===== src/rtl/siso_deserializer.sv =====
// siso_deserializer: frames a qualified MSB-first serial bit stream into
// N-bit words and presents them on a valid/ready parallel interface.
// Reports frame errors (sync arriving mid-word) and overflow (dropped word).
module siso_deserializer #(
  parameter int N = 4
) (
  input  logic         clk,
  input  logic         rst,
  input  logic         serial_in,
  input  logic         bit_valid,
  input  logic         sync,
  output logic [N-1:0] par_out,
  output logic         out_valid,
  input  logic         out_ready,
  output logic         frame_err,
  output logic         overflow,
  input  logic         clr_overflow
);

  localparam int CW = (N > 2) ? $clog2(N) : 1;
  localparam logic [CW-1:0] LAST = CW'(N - 1);

  generate
    if (N < 2) begin : g_bad_width
      $error("siso_deserializer: N must be at least 2");
    end
  endgenerate

  typedef enum logic {
    IDLE,
    RECV
  } state_t;

  state_t          state_q, state_d;
  logic [N-1:0]    shreg_q, shreg_d;
  logic [CW-1:0]   cnt_q, cnt_d;
  logic [N-1:0]    par_q, par_d;
  logic            valid_q, valid_d;
  logic            ferr_q, ferr_d;
  logic            ovf_q, ovf_d;
  logic            complete;
  logic            drop;
  logic [N-1:0]    word;

  assign word = {shreg_q[N-2:0], serial_in};

  // Framing FSM, bit counter, output stage and overflow flag next-state logic.
  always_comb begin
    state_d  = state_q;
    shreg_d  = shreg_q;
    cnt_d    = cnt_q;
    par_d    = par_q;
    valid_d  = valid_q;
    ferr_d   = 1'b0;
    ovf_d    = ovf_q;
    complete = 1'b0;
    drop     = 1'b0;

    if (bit_valid) begin
      unique case (state_q)
        IDLE: begin
          if (sync) begin
            shreg_d = word;
            cnt_d   = CW'(1);
            state_d = RECV;
          end
        end
        RECV: begin
          if (sync) begin
            // Sync always restarts the word; only a pending partial is an error.
            ferr_d  = (cnt_q != '0);
            shreg_d = word;
            cnt_d   = CW'(1);
          end else if (cnt_q == LAST) begin
            shreg_d  = word;
            cnt_d    = '0;
            complete = 1'b1;
          end else begin
            shreg_d = word;
            cnt_d   = cnt_q + CW'(1);
          end
        end
        default: state_d = IDLE;
      endcase
    end

    if (complete) begin
      if (!valid_q || out_ready) begin
        par_d   = word;
        valid_d = 1'b1;
      end else begin
        drop = 1'b1;
      end
    end else if (valid_q && out_ready) begin
      valid_d = 1'b0;
    end

    // A drop in the same cycle as a clear leaves the flag set.
    if (drop) begin
      ovf_d = 1'b1;
    end else if (clr_overflow) begin
      ovf_d = 1'b0;
    end
  end

  // State and output registers with asynchronous active-low reset.
  always_ff @(posedge clk or negedge rst) begin
    if (!rst) begin
      state_q <= IDLE;
      shreg_q <= '0;
      cnt_q   <= '0;
      par_q   <= '0;
      valid_q <= 1'b0;
      ferr_q  <= 1'b0;
      ovf_q   <= 1'b0;
    end else begin
      state_q <= state_d;
      shreg_q <= shreg_d;
      cnt_q   <= cnt_d;
      par_q   <= par_d;
      valid_q <= valid_d;
      ferr_q  <= ferr_d;
      ovf_q   <= ovf_d;
    end
  end

  assign par_out   = par_q;
  assign out_valid = valid_q;
  assign frame_err = ferr_q;
  assign overflow  = ovf_q;

endmodule


===== config.mk =====
export PLATFORM = sky130hd
export DESIGN_NAME = siso_deserializer
export DESIGN_NICKNAME = d
export VERILOG_FILES = /design/src/rtl/siso_deserializer.sv
export SDC_FILE = /design/constraint.sdc
export NUM_CORES = 1
export LEC_CHECK = 0
export BUFFER_PORTS_ARGS = -buffer_cell sky130_fd_sc_hd__buf_2
export CAP_MARGIN = 20
export CORE_AREA = 2 2 39 41
export CTS_CLUSTER_DIAMETER = 30
export DETAILED_ROUTE_END_ITERATION = 7
export DIE_AREA = 0 0 41 43
export MAX_ROUTING_LAYER = met4
export PLACE_DENSITY = 0.7
export RECOVER_POWER = 25
export SETUP_SLACK_MARGIN = 0.5
export SYNTH_ARGS = -nofsm -noshare
export SYNTH_HDL_FRONTEND = slang
export SYNTH_SLANG_ARGS = --single-unit

===== constraint.sdc =====
create_clock -name clk -period 4.3 [get_ports clk]
set_clock_uncertainty 0.1 [all_clocks]
set_input_delay 0 -clock clk [delete_from_list [all_inputs] [get_ports clk]]
set_output_delay 0 -clock clk [all_outputs]
set_load 0.01 [all_outputs]

==> key figures, run 1 <==
Clock tree
  • Root buf cell: clkbuf_4
  • Reg clk slew, reported paths: 70 ps
  • Clock Path Buffers: 2
  • CTS tree: done
  • Setup bufs post-CTS: 0
  • CTS H-Tree Depth: 1
  • Sink Count: 13
  • Post-CTS sizing: 0
  • CTS Hold Bufs: 8
  • CTS Buf Count: 3
  • Clk_lat worst skew: 260 ps

Flow run
  • Max cap viols: 0

STA
  • Final hold vios: 0
  • Worst-margin pin slew: ~670 ps
  • Final setup violation count: 0
  • Period utilisation layout: roughly 41%
  • Unrepaired setup endpoints after global routing: no
  • Worst hold slack: roughly 180 ps
  • Min Tclk post-route: 1753 ps
  • Setup TNS: 0 ps
  • Pins over their slew limit: 0
  • Slew HR: a little under three fifths
  • Fmax: between 0.5 and 0.6 GHz

Finish
  • Layout cells sized above 1: a little over a third
  • Fin nets: 76
  • Commonest non-fill, non-tap cell in the layout: dfrtp_1
  • Commonest non-fill, non-tap cells in the layout: 13 x dfrtp_1, 12 x buf_2, 8 x dlygate4sd3_1
  • N_diodes: 0
  • Fin util: about 53%
  • P&R area growth vs syn: 34.70%

Worst setup path
  • Crit path required time: 4350 ps
  • CP max FO: 4
  • Worst Setup Start Kind: flip-flop
  • Setup crit end kind: flip-flop
  • Critical Path AT: 1810 ps
  • WS Path Type: flip-flop to flip-flop
  • Cell depth of the worst flop-to-flop path: 6

Yosys
  • Synth cell types: 14
  • Syn nets: 50
  • Yosys reg bits: 13
  • Syn Area/Cell: about 13 um2
  • Seq/Total Area, Yosys: about three fifths
  • Post-Syn Area: between 500 and 600 um2
  • Post-Syn Instances: between 40 and 50
  • Synthesis Warnings: 0

Route
  • Post-route DRC violation count: 0
  • Final ANT Viol Nets: 0
  • Via count: slightly below 400
  • DR iter-0 viols: 2
  • Detailed-router iteration count before antenna repair: 4
  • Drt total wl: 929 um
  • Routed WL per cell: about 11 um
  • Via density: between 4 and 5

Floorplanning
  • Rows: 14
  • Die ar.: 0.001763 mm2
  • Io pins: 14
  • Starting Density: between 30% and 40%
  • Core Area: around 0.0014 mm2
  • Die width: between 40 and 50 um
  • Die H: 43 um

Global route
  • Largest net degree at the start of global routing: 14
  • First-pass GRT wire length: 1497 um
  • Remaining Overflow, GRT: 0
  • GRT Util Overall: about 13%
  • Initial antenna violation count: 0
  • Vias in the first global route: around 380

Power and ir drop
  • Leakage power: about 0.36 nW
  • VDD IR-drop max: between 0.15 and 0.2 mV
  • PwrDens: 432.1 mW/mm2

Placement
  • Dpl hpwl: around 670 um
  • Gpl congestion: 0.7144
  • PortBufs: 13

Min path
  • Hold crit path type: primary input to asynchronous set/reset pin

Outcome
  • Status: finished clean
## final timing paths
check | to | slack [ps] | startpoint
setup / recovery | cnt_q[1] | 2550 | cnt_q[0]
hold / removal | shreg_q[2] | 180 | rst
setup reg to reg | cnt_q[1] | 2550 | cnt_q[0]
hold reg to reg | par_out[2] | 400 | par_out[2]
max in group asynchronous | par_out[0] | 3490 | rst
min in group clk | par_out[2] | 400 | par_out[2]
## stage by stage
| step | std cells | cell area (um2) | setup slack, ps | power, W |
|---|---|---|---|---|
| 2_1_floorplan | 41 | 548.0 | 2883 | 0.0002108 |
| 3_3_place_gp | 70 | 633.1 | 2837 | 0.0002416 |
| 3_5_place_dp | 70 | 633.1 | 2785 | 0.0002442 |
| 4_1_cts | 82 | 739.5 | 2537 | 0.0003245 |
| 5_1_grt | 82 | 738.2 | 2436 | 0.0003407 |
| 6_report | 82 | 738.2 | 2547 | 0.0003190 |
## worst max-delay path, cell delays in order (launching register included)
cell and delay (ps):
dfrtp_1 390, inv_1 70, ha_1 280, nand3_1 80, o21a_1 110, o22ai_1 60, dlygate4sd3_1 550
## Yosys cell counts
cell	instances	area, um2
nand2_1	4	15.01
mux2_2	7	78.83
nand2b_1	1	6.260
dfrtp_1	13	325.3
nand4b_2	1	15.01
nor3b_1	2	15.01
nor2b_4	1	13.76
a21o_1	1	7.510
ha_1	2	25.02
o21ai_0	2	10.01
o22ai_1	2	12.51
inv_1	3	11.26
nand3_1	1	5.000
o21a_1	1	7.510
## where the power goes
part	switching [W]	total (W)	internal, W
clock network	0.0000353	0.0000711	0.0000358
logic	0.0000366	0.0000832	0.0000466
registers	0.0000148	0.000165	0.000150
## logic make-up (layout without fill, tap and decap cells)
group           after synthesis  in the layout  synth area share [%]
mux                           7              7                 14.38
fa+ha+maj                     2              2                 4.565
buf+inv                       3             28                 2.055
simple gates                 10             10                 12.78
compound gates                6              6                 6.850
flops                        13             13                 59.36
## flip-flops by register name (all words and copies together) (netlist names)
signal	cells
shreg_q	3
frame_err	1
state_q	1
cnt_q	2
out_valid	1
overflow	1
par_out	4
## area by class of cell
cell class,instances,area [um2]
clock buffers,4,26.28
well taps,16,20.02
flip-flops and latches,13,325.3
multi-input cells,25,211.5
inverters,3,11.26
fillers,133,645.6
repair buffers,21,143.9
## routing by layer
layer / vias to the layer above / part of all wire [%] / track usage, %
met3: 0 / 3.6 / 1.571
met5: - / 0 / -
met4: 0 / 0 / 8.000
li1: 192 / - / -
met1: 185 / 45 / 15.54
met2: 9 / 51 / 19.69
No activity file was read; power rests on OpenSTA's default activity.
==> inputs of run 2 (changes only) <==
- clock period: 4.3 -> 1.7 ns (I/O delays scaled with it)
==> key figures, run 2 (synthesis gave the netlist of run 1 again) <==
STA
  • Setup TNS: 0 ps
  • Slew HR: roughly 54%
  • Worst-margin pin slew: 695.8 ps
  • Period utilisation layout: a little over four fifths
  • Final setup violation count: 0
  • Fmax: approximately 0.69 GHz
  • Worst hold slack: -58.04 ps
  • Min Tclk post-route: 1443 ps
  • Pins over their slew limit: 0
  • Final hold vios: 2
  • Unrepaired setup endpoints after global routing: yes

Global route
  • Met1 global-route usage: between 20% and 30%
  • Largest net degree at the start of global routing: 14
  • GR Util met3: around 1.6%
  • Met2 usage: roughly 24%
  • GRT Util Overall: around 16%
  • Vias in the first global route: ~440
  • Initial antenna violation count: 0
  • First-pass GRT wire length: 1869 um
  • Layer with the highest usage: met2
  • Remaining Overflow, GRT: 0

Clock tree
  • Sink Count: 13
  • CTS Hold Bufs: 5
  • CTS Buf Count: 3
  • CTS tree: done
  • CTS H-Tree Depth: 1
  • Reg clk slew, reported paths: 80 ps
  • Clock Path Buffers: 2
  • Clk_lat worst skew: 270 ps
  • Root buf cell: clkbuf_4

Floorplanning
  • Die ar.: about 0.0018 mm2
  • Io pins: 14
  • Rows: 14
  • Die H: 43 um
  • Core Area: approximately 0.0014 mm2
  • Die width: between 40 and 50 um
  • Starting Density: 39.60%

Placement
  • Dpl hpwl: slightly below 700 um
  • PortBufs: 13
  • Gpl congestion: 0.6832

Min path
  • Hold crit path type: primary input to flip-flop
  • Hold Path Depth: 3

Outcome
  • Status: finished, violations left
  • Failing checks: hold timing

Route
  • Final ANT Viol Nets: 0
  • Via count: 414
  • DR iter-0 viols: 6
  • Via density: about 4.8
  • Post-route DRC violation count: 0
  • Routed WL per cell: roughly 14 um
  • Detailed-router iteration count before antenna repair: 4
  • Drt total wl: 1216 um

Worst setup path
  • Max incr delay on CP: around 410 ps
  • Slowest CP cell: dfrtp_1
  • Crit path required time: around 1800 ps
  • Worst Setup Start Kind: flip-flop
  • Setup crit end kind: flip-flop
  • Critical Path AT: 1500 ps
  • CP Cell Sequence: ha_4 -> nand4b_4 -> nor2b_4 -> mux2_4
  • Cell depth of the worst flop-to-flop path: 4
  • CP max FO: 4
  • WS Path Type: flip-flop to flip-flop

Finish
  • Number of flip-flops in the largest register: 4
  • Layout cells sized above 1: 51.43%
  • Fin nets: 80
  • P&R area growth vs syn: 51.60%
  • Fillers: ~110
  • Commonest non-fill, non-tap cells in the layout: 12 x dfrtp_1, 12 x buf_2, 7 x mux2_4, 7 x buf_4, 5 x dlygate4sd3_1
  • N_diodes: 0

Power and ir drop
  • VDD IR-drop max: 0.5703 mV
  • Leakage power: 0.4116 nW
  • PwrDens: between 1000 and 1500 mW/mm2

Flow run
  • Max cap viols: 0
## run 2: routing by layer
layer | vias to the layer above | wire length (um)
li1 | 200 | -
met1 | 201 | 521
met2 | 11 | 639
met3 | 2 | 41
met4 | 0 | 14
met5 | - | 0
## run 2: repair_timing
| action | in CTS | in global routing |
|---|---|---|
| endpoints found under the hold margin | 21 | 2 |
| setup buffers | 3 | 4 |
| pin swaps | 1 | 2 |
| gates resized for setup | 5 | 7 |
| setup endpoints to repair | 8 | 10 |
## run 2: critical path, delay by kind of cell (launching register included)
kind	cells	cell delay (ps)
flip-flops	1	410
AND/OR/NAND/NOR	2	330
multiplexers	1	320
adder cells (fa/ha/maj)	1	170
## run 2: power breakdown
group | total (W) | internal (W) | switching [W]
sequential | 0.000422 | 0.000379 | 0.0000431
combinational | 0.000272 | 0.000163 | 0.000110
clock | 0.000187 | 0.0000908 | 0.0000960
## run 2: worst paths after layout
| path | from | to | slack (ps) |
|---|---|---|---|
| hold / removal | out_ready | out_valid | -60 |
| max in group asynchronous | rst | state_q | 840 |
| setup / recovery | cnt_q[1] | par_out[1] | 260 |
| setup reg to reg | cnt_q[1] | par_out[1] | 260 |
| hold reg to reg | par_out[3] | par_out[3] | 410 |
| min in group asynchronous | rst | par_out[0] | 180 |
## run 2: area by class of cell
cell class / count / area (um2) / area share (%)
timing repair buffer: 25 / 166.4 / 20.03
tap: 16 / 20.02 / 2.410
multi-input combinational: 25 / 280.3 / 33.73
clock buffer: 4 / 26.28 / 3.163
sequential: 13 / 326.6 / 39.31
inverter: 3 / 11.26 / 1.355
## run 2: stage by stage
step | total power [W] | instances | worst slack [ps] | area (um2) | util (%)
global placement | 0.0006155 | 70 | 270.8 | 649.4 | 46.93
floorplan | 0.0005371 | 41 | 308.6 | 564.3 | -
CTS | 0.0008707 | 82 | 288.5 | 773.2 | 55.88
global route | 0.0009380 | 86 | 228.5 | 830.8 | 60.04
finish | 0.0008814 | 86 | 257.4 | 830.8 | 60.04
detailed placement | 0.0006227 | 70 | 223.7 | 649.4 | 46.93
